### src/rtl/mem_arbiter.sv
// Two-port memory arbiter: an instruction fetch port and a data port share one
// synchronous memory. Data normally has priority. A starvation counter makes sure
// fetch eventually gets a grant. Sub-word stores are done as read-modify-write
// of the word that starts at the store address.
module mem_arbiter #(
  parameter int unsigned FETCH_STARVE_LIMIT = 4
) (
  input  logic        clock,
  input  logic        reset,
  // fetch port
  input  logic        if_req,
  input  logic [31:0] if_addr,
  output logic        if_ready,
  output logic [31:0] if_rdata,
  // data port
  input  logic        d_req,
  input  logic        d_we,
  input  logic [1:0]  d_size,
  input  logic        d_unsigned,
  input  logic [31:0] d_addr,
  input  logic [31:0] d_wdata,
  output logic        d_ready,
  output logic [31:0] d_rdata,
  output logic        d_misaligned,
  // memory side
  output logic [31:0] mem_address,
  output logic        mem_read_write,
  output logic [31:0] mem_data_in,
  input  logic [31:0] mem_data_out,
  output logic        busy
);

  // A limit of 0 still needs a one-bit counter.
  localparam int unsigned CntW = (FETCH_STARVE_LIMIT < 1) ? 1 : $clog2(FETCH_STARVE_LIMIT + 1);

  typedef enum logic [2:0] {StIdle, StRdAddr, StRdData, StWr, StResp} state_e;

  state_e      state_q, state_d;
  logic [CntW-1:0] cnt_q, cnt_d;
  logic        sel_fetch_q, sel_fetch_d;
  logic        we_q, we_d;
  logic [1:0]  size_q, size_d;
  logic        uns_q, uns_d;
  logic [15:0] wdata_q, wdata_d;
  logic        if_ready_q, if_ready_d;
  logic [31:0] if_rdata_q, if_rdata_d;
  logic        d_ready_q, d_ready_d;
  logic [31:0] d_rdata_q, d_rdata_d;
  logic        d_mis_q, d_mis_d;
  logic [31:0] mem_addr_q, mem_addr_d;
  logic        mem_rw_q, mem_rw_d;
  logic [31:0] mem_wdata_q, mem_wdata_d;

  logic        starved;
  logic        grant_data;
  logic        d_misalign;
  logic        d_word_store;
  logic [31:0] load_data;
  logic [31:0] merge_data;

  // Arbitration and decode of the incoming data request.
  always_comb begin
    starved      = (cnt_q == CntW'(FETCH_STARVE_LIMIT));
    grant_data   = d_req && !(if_req && starved);
    // Size 2'b11 is treated like a word access.
    d_misalign   = ((d_size == 2'b01) && d_addr[0]) || (d_size[1] && (d_addr[1:0] != 2'b00));
    d_word_store = d_we && d_size[1];
  end

  // Load extension and sub-word store merge from the word returned by memory.
  always_comb begin
    load_data  = mem_data_out;
    merge_data = mem_data_out;
    case (size_q)
      2'b00:   load_data = {{24{~uns_q & mem_data_out[7]}}, mem_data_out[7:0]};
      2'b01:   load_data = {{16{~uns_q & mem_data_out[15]}}, mem_data_out[15:0]};
      default: load_data = mem_data_out;
    endcase
    if (size_q == 2'b00) begin
      merge_data = {mem_data_out[31:8], wdata_q[7:0]};
    end else begin
      merge_data = {mem_data_out[31:16], wdata_q[15:0]};
    end
  end

  // Next-state logic; ready, misaligned and write strobes are single-cycle by default.
  always_comb begin
    state_d     = state_q;
    cnt_d       = cnt_q;
    sel_fetch_d = sel_fetch_q;
    we_d        = we_q;
    size_d      = size_q;
    uns_d       = uns_q;
    wdata_d     = wdata_q;
    if_ready_d  = 1'b0;
    if_rdata_d  = if_rdata_q;
    d_ready_d   = 1'b0;
    d_rdata_d   = d_rdata_q;
    d_mis_d     = 1'b0;
    mem_addr_d  = mem_addr_q;
    mem_rw_d    = 1'b0;
    mem_wdata_d = mem_wdata_q;

    case (state_q)
      StIdle: begin
        if (!if_req) begin
          cnt_d = '0;
        end
        if (grant_data) begin
          if (if_req && !starved) begin
            cnt_d = cnt_q + 1'b1;
          end
          sel_fetch_d = 1'b0;
          we_d        = d_we;
          size_d      = d_size;
          uns_d       = d_unsigned;
          wdata_d     = d_wdata[15:0];
          if (d_misalign) begin
            // Error response without touching memory.
            state_d   = StResp;
            d_ready_d = 1'b1;
            d_mis_d   = 1'b1;
            d_rdata_d = '0;
          end else if (d_word_store) begin
            state_d     = StWr;
            mem_addr_d  = d_addr;
            mem_wdata_d = d_wdata;
            mem_rw_d    = 1'b1;
          end else begin
            state_d    = StRdAddr;
            mem_addr_d = d_addr;
          end
        end else if (if_req) begin
          cnt_d       = '0;
          sel_fetch_d = 1'b1;
          state_d     = StRdAddr;
          mem_addr_d  = if_addr;
        end
      end
      StRdAddr: state_d = StRdData;
      StRdData: begin
        if (sel_fetch_q) begin
          if_rdata_d = mem_data_out;
          if_ready_d = 1'b1;
          state_d    = StResp;
        end else if (we_q) begin
          mem_wdata_d = merge_data;
          mem_rw_d    = 1'b1;
          state_d     = StWr;
        end else begin
          d_rdata_d = load_data;
          d_ready_d = 1'b1;
          state_d   = StResp;
        end
      end
      StWr: begin
        d_ready_d = 1'b1;
        state_d   = StResp;
      end
      StResp:  state_d = StIdle;
      default: state_d = StIdle;
    endcase
  end

  // State and registered outputs; synchronous reset drops any transaction in flight.
  always_ff @(posedge clock) begin
    if (reset) begin
      state_q     <= StIdle;
      cnt_q       <= '0;
      sel_fetch_q <= 1'b0;
      we_q        <= 1'b0;
      size_q      <= 2'b00;
      uns_q       <= 1'b0;
      wdata_q     <= '0;
      if_ready_q  <= 1'b0;
      if_rdata_q  <= '0;
      d_ready_q   <= 1'b0;
      d_rdata_q   <= '0;
      d_mis_q     <= 1'b0;
      mem_addr_q  <= '0;
      mem_rw_q    <= 1'b0;
      mem_wdata_q <= '0;
    end else begin
      state_q     <= state_d;
      cnt_q       <= cnt_d;
      sel_fetch_q <= sel_fetch_d;
      we_q        <= we_d;
      size_q      <= size_d;
      uns_q       <= uns_d;
      wdata_q     <= wdata_d;
      if_ready_q  <= if_ready_d;
      if_rdata_q  <= if_rdata_d;
      d_ready_q   <= d_ready_d;
      d_rdata_q   <= d_rdata_d;
      d_mis_q     <= d_mis_d;
      mem_addr_q  <= mem_addr_d;
      mem_rw_q    <= mem_rw_d;
      mem_wdata_q <= mem_wdata_d;
    end
  end

  assign if_ready       = if_ready_q;
  assign if_rdata       = if_rdata_q;
  assign d_ready        = d_ready_q;
  assign d_rdata        = d_rdata_q;
  assign d_misaligned   = d_mis_q;
  assign mem_address    = mem_addr_q;
  assign mem_read_write = mem_rw_q;
  assign mem_data_in    = mem_wdata_q;
  assign busy           = (state_q != StIdle);

endmodule

### config.mk
export PLATFORM = sky130hd
export DESIGN_NAME = mem_arbiter
export DESIGN_NICKNAME = d
export VERILOG_FILES = /design/src/rtl/mem_arbiter.sv
export SDC_FILE = /design/constraint.sdc
export NUM_CORES = 1
export LEC_CHECK = 0
export ABC_AREA = 1
export CORE_ASPECT_RATIO = 1.5
export CORE_MARGIN = 3
export CORE_UTILIZATION = 40
export DETAILED_ROUTE_END_ITERATION = 8
export PLACE_DENSITY = 0.78
export REMOVE_ABC_BUFFERS = 1
export SETUP_SLACK_MARGIN = 0.2
export SLEW_MARGIN = 20
export SYNTH_ARGS = -nofsm -noshare
export SYNTH_HDL_FRONTEND = slang
export SYNTH_SLANG_ARGS = --single-unit
### constraint.sdc
create_clock -name clock -period 2 [get_ports clock]
set_input_delay 0.3 -clock clock [delete_from_list [all_inputs] [get_ports clock]]
set_output_delay 0.3 -clock clock [all_outputs]
set_load 0.02 [all_outputs]
* Word-level counts from Yosys, hierarchy flattened
Cells that the tools add are included.
Storage, ports and cells: flip-flop bits (word level) 159, input port bits 136, output and inout bits 133
Operators by class: $add $sub $neg 1, equality and inequality tests 15, multiplexer cells 41, bitwise operators 5, reductions and logical operators 23
Operator list (number):
- $mux 32 | 12
- $pmux 32 s2 | 3
- $mux 3 | 9
- $mux 16 | 1
- $ne 2x2->1 const B | 8
- $mux 1 | 12
- $pmux 3 s4 | 1
- $eq 3x2->1 const B | 2
- $logic_and 1x1->1 | 6
- $reduce_and 2->1 | 3
- $reduce_and 6->1 | 1
- $reduce_bool 2->1 | 3
- $reduce_and 5->1 | 1
- $eq 2x1->1 const B | 2
- $reduce_or 2->1 | 2
- $add 3x1->3 const B | 1
- $eq 3x1->1 const B | 1
- $eq 3x3->1 const B | 1
- $logic_not 3->1 | 1
- $ne 3x3->1 const B | 1
- $not 1->1 | 3
- $pmux 1 s3 | 1
- $reduce_and 3->1 | 1
- $reduce_bool 3->1 | 1
- other kinds (6) | 8

* Depth between registers and ports, before layout
Gate-level depths: netlist (run 1).
word-level depth 6, mapped depth 11, mapped depth without buffers 10

* Worst setup path after synthesis (run 1)
No wires, ideal clock.
path type reg-to-reg, start register cnt_q[0], end register mem_wdata_q[21], in the netlist mem_data_in[21], library setup time 0.113 ns, arrival time 1.393 ns, data required time 1.887 ns, path slack 0.494 ns, cell stages (with the launch flop) 12, path through dfxtp_1 -> inv_1 -> ha_1 -> nand3_1 -> nand2_2 -> inv_2 -> nand2_2 -> nand2_1 -> nand2_2 -> buf_6 -> nor2_1 -> nor2_1
On the way: word-level cells in the longest chain between the ends 6
Ends and longest elaborated chain:
- start: declaration | RTL line 39 | logic [CntW-1:0] cnt_q, cnt_d;
- start signal: assignment | RTL line 185 | cnt_q <= cnt_d;
- $eq 3x3->1 | RTL line 63 | starved = (cnt_q == CntW'(FETCH_STARVE_LIMIT));
- $logic_and 1x1->1 | RTL line 64 | grant_data = d_req && !(if_req && starved);
- $logic_not 1->1 | RTL line 64
- $logic_and 1x1->1 | RTL line 64
- $ne 2x2->1 (no source line)
- $reduce_and 6->1 (no source line)
- end signal: assignment | RTL line 198 | mem_wdata_q <= mem_wdata_d;
- end: declaration | RTL line 52 | logic [31:0] mem_wdata_q, mem_wdata_d;
No other way between the ends. A chain may end at the register's enable or synchronous reset.

* Worst setup path after layout (run 1)
start register mem_addr_q[17], in the netlist mem_address[17], end output port mem_address[17]
RTL lines:
- start: declaration | RTL line 50 | logic [31:0] mem_addr_q, mem_addr_d;
- start signal: assignment | RTL line 196 | mem_addr_q <= mem_addr_d;
- end: declaration | RTL line 26 | output logic [31:0] mem_address,
No word-level cell between the ends.

==> impl_results.rst, run 1 <==
.. list-table::
   :header-rows: 1

   * - Metric
     - Value
   * - Biggest fanout along the worst timing path
     - 2
   * - Normalized max-slew margin
     - 65.2%
   * - Kind of capture point of the worst setup path
     - output pin
   * - Number of global-route vias before repair
     - 7323
   * - Multi-input gate area in the final layout
     - 3530 sq um
   * - Beginning of the worst hold path
     - mem_data_out[1]
   * - Hold Vio Cnt, Final
     - 0
   * - Destination of the worst hold path
     - if_rdata[1]
   * - Global-route wire length before repair
     - 35900 um
   * - Number of antenna violations at the first check in global routing
     - 0
   * - Total clock sinks
     - 159
   * - Portion of total power attributed to combinational logic
     - 28.7%
   * - Critical Path Source Type
     - register
   * - Final WL
     - 23000 um
   * - Number of ports placed on the die boundary
     - 269
   * - Sequential cell area fraction in the yosys report
     - 43.3%
   * - CTS Root Cell
     - clkbuf_16
   * - Crit path DAT
     - 1.45 ns
   * - Warnings from Yosys
     - 0
   * - Cell count after placement
     - 1578
   * - Violation count after the first detailed-routing iteration
     - 523
   * - Worst skew pair latency
     - 0.43 ns
   * - Unique cell type count in the Yosys netlist
     - 28
   * - Area Overhead vs Synth
     - 49.8%
   * - Max Transition Viols Final
     - 0
   * - Clk slew on worst S/H paths
     - 0.07 ns
   * - Share of cells above drive strength 1
     - 6.51%
   * - Maximum operating frequency
     - 0.573 GHz
   * - Total net switching power
     - 0.00321 W
   * - Crit path setup slack, layout
     - 0.254 ns
   * - Largest net degree at the start of global routing
     - 96
   * - Netlist Area Pre-Place
     - 7350 sq um
   * - Effective utilization at floorplan
     - 40.8%
   * - Sw Ratio
     - 31.4%
   * - Fin Clk Skew
     - 0.00770 ns
   * - Cell breakdown of the critical path
     - clkdlybuf4s50_1
   * - First-pass detailed-route iteration total
     - 5
   * - Launch instance of the worst register-to-register path
     - state_q[0]
   * - Total gr overflow
     - 0
   * - Total die area
     - 20100 sq um
   * - Internal portion of total power
     - 0.00701 W
   * - Filler instances
     - 1664
   * - I/O Buffers
     - 268
   * - Proportion of power drawn by the clock network
     - 35.1%
   * - Count of cells along the worst hold path
     - 3
   * - Global-route total usage across every layer
     - 22.6%
   * - Routed wirelength normalized by instance count
     - 14.3 um
   * - Core outline area
     - 18000 sq um
   * - Top Family by Delay on Critical Path
     - buffers and inverters
   * - Sequential power share
     - 36.2%
   * - Post-route DRC violation count
     - 0
   * - Commonest cells after routing, fill and taps aside
     - nand2_1 (386), clkdlybuf4s50_1 (267), nor2_1 (242)
   * - Net count reported at finish
     - 1523
   * - Worst setup path class
     - reg -> out
   * - Maximum level of the CTS H-tree
     - 4
   * - Share of the clock period used by the worst path after layout
     - 87.3%
   * - Post-layout instance count excluding filler cells
     - 1616
   * - Global placer's final weighted congestion
     - 0.828
   * - Post-DRT Antenna Nets
     - 0
   * - Cell count of the worst reg-to-reg path
     - 7
   * - Run status
     - finished, final reports clean
   * - Max Buffers Root-to-Sink
     - 2
   * - TritonCTS clock tree
     - built
   * - Max VDD drop
     - 0.408 mV
   * - RSZ-0062 raised after global routing
     - yes
   * - Critical Path Source
     - mem_address[17]
   * - Worst endpoint required time
     - 1.70 ns
   * - Floorplan die width
     - 117 um
   * - Count of vias placed by the detailed router
     - 7705
   * - Worst path slowest cell
     - clkdlybuf4s50_1
   * - Number of register bits inferred by synthesis
     - 159
   * - Vertical die dimension
     - 172 um
   * - Register-to-register path setup slack
     - 0.32 ns
   * - Area of all sequential standard cells
     - 3190 sq um
   * - P per Cell Area
     - 928 nW/um^2
   * - Reported leakage power
     - 5.01 nW
   * - Placement Rows
     - 60
   * - Synthesized area divided by synthesized cell count
     - 6.50 sq um
   * - Number of CTS-inserted buffers
     - 17
   * - Final setup violating endpoints
     - 0
   * - Placement Setup Slack
     - 0.0477 ns
   * - Half-perimeter wire length after placement
     - 15900 um
   * - Average vias per placed instance
     - 4.77
   * - Final TNS setup
     - 0 ns
   * - Most common cell after layout, fill and taps aside
     - nand2_1
   * - Number of violations of the max-capacitance limit
     - 0
   * - Fin crit period
     - 1.75 ns
   * - Instance count of the mapped netlist
     - 1130
   * - Critical path buffers and inverters
     - 1
   * - Overall Power
     - 0.0102 W
   * - Path class of the lowest-slack min-delay path
     - in -> reg
   * - Worst r2r dst
     - if_rdata[24]
   * - Max stage delay on crit path
     - 0.64 ns
   * - Transition at the pin with the smallest max-transition slack
     - 0.522 ns
   * - Final Core Density
     - 61.1%
## how the worst max path moves through the flow
stage	to	slack, ns	depth (start not counted)
global placement	d_rdata[19]	0.09	9
detailed placement	mem_data_in[1]	0.05	11
global route	if_rdata[19]	0.20	7
CTS	mem_data_in[7]	0.21	12
finish	mem_address[17]	0.25	1
floorplan	d_rdata[0]	-0.65	8
## area by class of cell
| class | count | area share, % |
|---|---|---|
| tap | 217 | 2.47 |
| sequential | 159 | 28.9 |
| antenna | 1 | 0.0227 |
| timing repair buffer | 305 | 28.0 |
| clock inverter | 11 | 1.61 |
| clock buffer | 21 | 4.27 |
| multi-input combinational | 828 | 32.1 |
| inverter | 74 | 2.57 |
## metal layers
metal | global-route usage (%) | wire length, um | up-vias
met5 | 0 | 0 | -
met4 | 8.68 | 697 | 0
met3 | 7.28 | 1800 | 46
li1 | - | - | 3981
met1 | 24.0 | 8880 | 3418
met2 | 41.0 | 11700 | 260
## cell families after synthesis
family	Yosys count	share of synthesized area, %
AOI/OAI and AO/OA	93	6.44
adders and majority gates	2	0.340
and+or+nand+nor	733	41.2
buffers and inverters	143	8.72
DFF	159	43.3
## power groups by stage
stage	Sequential [W]	Combinational, W	Clock, W
finish	0.00370	0.00293	0.00359
detailed placement	0.00377	0.00288	0
global route	0.00374	0.00326	0.00377
global placement	0.00376	0.00285	0
floorplan	0.00410	0.00117	0
CTS	0.00370	0.00290	0.00364
## sequential cells by signal, summed over array words and instances, names as in the netlist
register and count:
size_q 2, uns_q 1, state_q 3, d_ready 1, mem_data_in 32, mem_read_write 1
cnt_q 3, we_q 1, mem_address 32, if_rdata 32, d_rdata 32, sel_fetch_q 1
wdata_q 16, d_misaligned 1, if_ready 1
## Yosys cell counts (all sizes together)
cell,number,area [sq um]
inv,73,274
o21ai,75,375
buf,48,283
clkinv,1,3.75
nand3b,32,240
nor2,246,941
clkbuf,21,80.1
nor3,1,5.00
nand3,59,330
a31oi,2,12.5
dfxtp,159,3180
a21oi,14,70.1
ha,2,25.0
nand4,1,6.26
a211oi,2,15.0
nand2,394,1500
## stage by stage
step / hold WS [ns] / cell area, sq um
after floorplan: 0.369 / 6990
after global placement: 0.448 / 10300
after detailed placement: 0.456 / 10300
after CTS: 0.428 / 10900
after global routing: 0.458 / 11000
final: 0.439 / 11000
## worst register-to-register path, stage by stage, from the launching register on
cell	delay, ns
dfxtp_1	0.35
nor2_4	0.16
nand2_2	0.07
inv_2	0.20
buf_6	0.26
nand3_1	0.14
buf_4	0.23
o21ai_0	0.20
## timing repair
item,in CTS,in global routing
hold buffers,0,0
setup endpoints to repair,2,78
cloned,1,1
pin swaps,0,1
buffers inserted,0,3
resized for setup,2,7
Power figures use the tool's default switching activity.
==> run 2, diff against run 1 <==
--- a/config.mk
+++ b/config.mk
@@ -6,6 +6,7 @@
 export NUM_CORES = 1
 export LEC_CHECK = 0
 export ABC_AREA = 1
+export CAP_MARGIN = 20
 export CORE_ASPECT_RATIO = 1.5
 export CORE_MARGIN = 3
 export CORE_UTILIZATION = 40
==> results of run 2 <==
No change in the layout: final DEF, timing and power equal those of run 1.
==> run 3, diff against run 2 <==
--- a/config.mk
+++ b/config.mk
@@ -7,7 +7,6 @@
 export LEC_CHECK = 0
 export ABC_AREA = 1
 export CAP_MARGIN = 20
-export CORE_ASPECT_RATIO = 1.5
 export CORE_MARGIN = 3
 export CORE_UTILIZATION = 40
 export DETAILED_ROUTE_END_ITERATION = 8
==> run 3 against run 2 <==
Against the previous run:
- sequential share of layout area is 0.23 points higher
- via count grew 0.39%
- clock skew rose by 0.0024 ns
- utilization is 0.71 points higher
- critical endpoint is now mem_data_in[30]
- largest cell class unchanged
- highest routed layer unchanged
==> impl_results.rst, run 3 (same netlist as run 1, synthesis figures left out) <==
.. list-table::
   :header-rows: 1

   * - Metric
     - Value
   * - Run status
     - finished, final reports clean (unchanged)
   * - Share of the clock period used by the worst path after layout
     - 86.3% (was 87.3%)
   * - Kind of capture point of the worst setup path
     - output pin (unchanged)
   * - Maximum level of the CTS H-tree
     - 4 (unchanged)
   * - Number of ports placed on the die boundary
     - 269 (unchanged)
   * - Reported leakage power
     - 4.96 nW (was 5.01 nW)
   * - Count of vias placed by the detailed router
     - 7735 (was 7705)
   * - Number of CTS-inserted buffers
     - 17 (unchanged)
   * - Cell breakdown of the critical path
     - clkdlybuf4s50_1 (unchanged)
   * - Maximum operating frequency
     - 0.579 GHz (was 0.573 GHz)
   * - Total die area
     - 20000 sq um (was 20100 sq um)
   * - Global-route total usage across every layer
     - 21.9% (was 22.6%)
   * - Crit path setup slack, layout
     - 0.274 ns (was 0.254 ns)
   * - Total gr overflow
     - 0 (unchanged)
   * - CTS Root Cell
     - clkbuf_16 (unchanged)
   * - I/O Buffers
     - 268 (unchanged)
   * - Effective utilization at floorplan
     - 41.6% (was 40.8%)
   * - Worst endpoint required time
     - 1.70 ns (about the same)
   * - Final setup violating endpoints
     - 0 (unchanged)
   * - Floorplan die width
     - 142 um (was 117 um)
   * - Number of violations of the max-capacitance limit
     - 0 (unchanged)
   * - Most congested layer reported by global routing
     - met2 (unchanged)
   * - RSZ-0062 raised after global routing
     - no (was yes)
   * - Max Transition Viols Final
     - 0 (unchanged)
   * - Post-route DRC violation count
     - 0 (unchanged)
   * - Post-DRT Antenna Nets
     - 0 (unchanged)
   * - Worst path slowest cell
     - clkdlybuf4s50_1 (unchanged)
   * - Half-perimeter wire length after placement
     - 16200 um (was 15900 um)
   * - Clk slew on worst S/H paths
     - 0.07 ns (about the same)
   * - Crit path DAT
     - 1.43 ns (was 1.45 ns)
   * - Max Buffers Root-to-Sink
     - 2 (unchanged)
   * - Biggest fanout along the worst timing path
     - 2 (unchanged)
   * - Path class of the lowest-slack min-delay path
     - in -> reg (unchanged)
   * - Post-layout instance count excluding filler cells
     - 1624 (was 1616)
   * - Global placer's final weighted congestion
     - 0.841 (was 0.828)
   * - Top Family by Delay on Critical Path
     - buffers and inverters (unchanged)
   * - Global-route track usage on met2
     - 38.4% (was 41.0%)
   * - First-pass detailed-route iteration total
     - 5 (unchanged)
   * - Filler instances
     - 1623 (was 1664)
   * - Vertical die dimension
     - 142 um (was 172 um)
   * - Area Overhead vs Synth
     - 48.5% (was 49.8%)
   * - Critical Path Source Type
     - register (unchanged)
   * - Fin crit period
     - 1.73 ns (was 1.75 ns)
   * - Number of antenna violations at the first check in global routing
     - 1 (was 0)
   * - P per Cell Area
     - 893 nW/um^2 (was 928 nW/um^2)
   * - Placement Setup Slack
     - 0.00525 ns (was 0.0477 ns)
   * - Core outline area
     - 17700 sq um (was 18000 sq um)
   * - Max stage delay on crit path
     - 0.63 ns (was 0.64 ns)
   * - Number of global-route vias before repair
     - 7179 (was 7323)
   * - Global routing usage on met3
     - 6.81% (was 7.28%)
   * - Average vias per placed instance
     - 4.76 (was 4.77)
   * - Violation count after the first detailed-routing iteration
     - 412 (was 523)
   * - Transition at the pin with the smallest max-transition slack
     - 0.516 ns (was 0.522 ns)
   * - Routed wirelength normalized by instance count
     - 14.0 um (was 14.3 um)
   * - Commonest cells after routing, fill and taps aside
     - nand2_1 (386), clkdlybuf4s50_1 (267), nor2_1 (243) (was nand2_1 (386), clkdlybuf4s50_1 (267), nor2_1 (242))
   * - Fin Clk Skew
     - 0.0101 ns (was 0.00770 ns)
   * - Critical path buffers and inverters
     - 1 (unchanged)
   * - Share of cells above drive strength 1
     - 6.29% (was 6.51%)
   * - Global-route wire length before repair
     - 35600 um (was 35900 um)
   * - Largest net degree at the start of global routing
     - 49 (was 96)
   * - Max VDD drop
     - 0.564 mV (was 0.408 mV)
   * - GRT met1 Usage
     - 25.8% (was 24.0%)
   * - Placement Rows
     - 48 (was 60)
   * - Worst skew pair latency
     - 0.42 ns (was 0.43 ns)
   * - Total clock sinks
     - 159 (unchanged)
   * - Cell count after placement
     - 1591 (was 1578)
   * - Most common cell after layout, fill and taps aside
     - nand2_1 (unchanged)
   * - Hold Vio Cnt, Final
     - 0 (unchanged)
   * - Normalized max-slew margin
     - 65.6% (was 65.2%)
   * - TritonCTS clock tree
     - built (unchanged)
   * - Final WL
     - 22700 um (was 23000 um)
   * - Net count reported at finish
     - 1523 (unchanged)
   * - Final Core Density
     - 61.8% (was 61.1%)
   * - Worst setup path class
     - reg -> out (unchanged)
[run 3: cell type report]
cell class	count	area [sq um]	share of cell area (%)
clock inverters	14	134	1.23
clock buffers	18	429	3.93
repair buffers	305	3070	28.1
diodes	1	2.50	0.0229
multi-input cells	828	3540	32.4
flip-flops and latches	159	3180	29.2
inverters	74	280	2.57
well taps	225	282	2.58
[run 3: power breakdown]
part           switching (W)  internal, W  total (W)
Clock                0.00140      0.00174    0.00314
Combinational        0.00163      0.00128    0.00290
Sequential          0.000189      0.00352    0.00371
[run 3: through the flow]
step / TNS (ns) / instance area (sq um) / hold slack, ns / power, W
2_1_floorplan: -61.09 / 6990 / 0.369 / 0.00527
3_3_place_gp: 0 / 10300 / 0.448 / 0.00663
3_5_place_dp: 0 / 10300 / 0.456 / 0.00667
4_1_cts: 0 / 10900 / 0.453 / 0.00982
5_1_grt: 0 / 10900 / 0.476 / 0.0103
6_report: 0 / 10900 / 0.462 / 0.00975
[run 3: worst min-delay path: cells and delay by family]
family,cells,cell delay (ns)
and+or+nand+nor,2,0.12
buffers and inverters,1,0.42
[run 3: routing by layer]
metal  vias up  share of wire (%)
met3        21                 10
li1       3979                  -
met4         0                1.1
met2       317                 48
met1      3418                 41
met5         -                  0
[run 3: path summary, 6_finish.rpt]
kind,from,endpoint,slack (ns),cells past startpoint
max,mem_data_in[30],mem_data_in[30],0.27,1
min,mem_data_out[2],if_rdata[2],0.46,3
max reg2reg,state_q[0],if_rdata[21],0.33,7
min reg2reg,if_rdata[9],if_rdata[9],0.46,2
[run 3: repair_timing]
item | CTS | global route
setup buffers | 0 | 0
endpoints found under the setup margin | 4 | 39
hold buffers | 0 | 0
resized for setup | 2 | 3
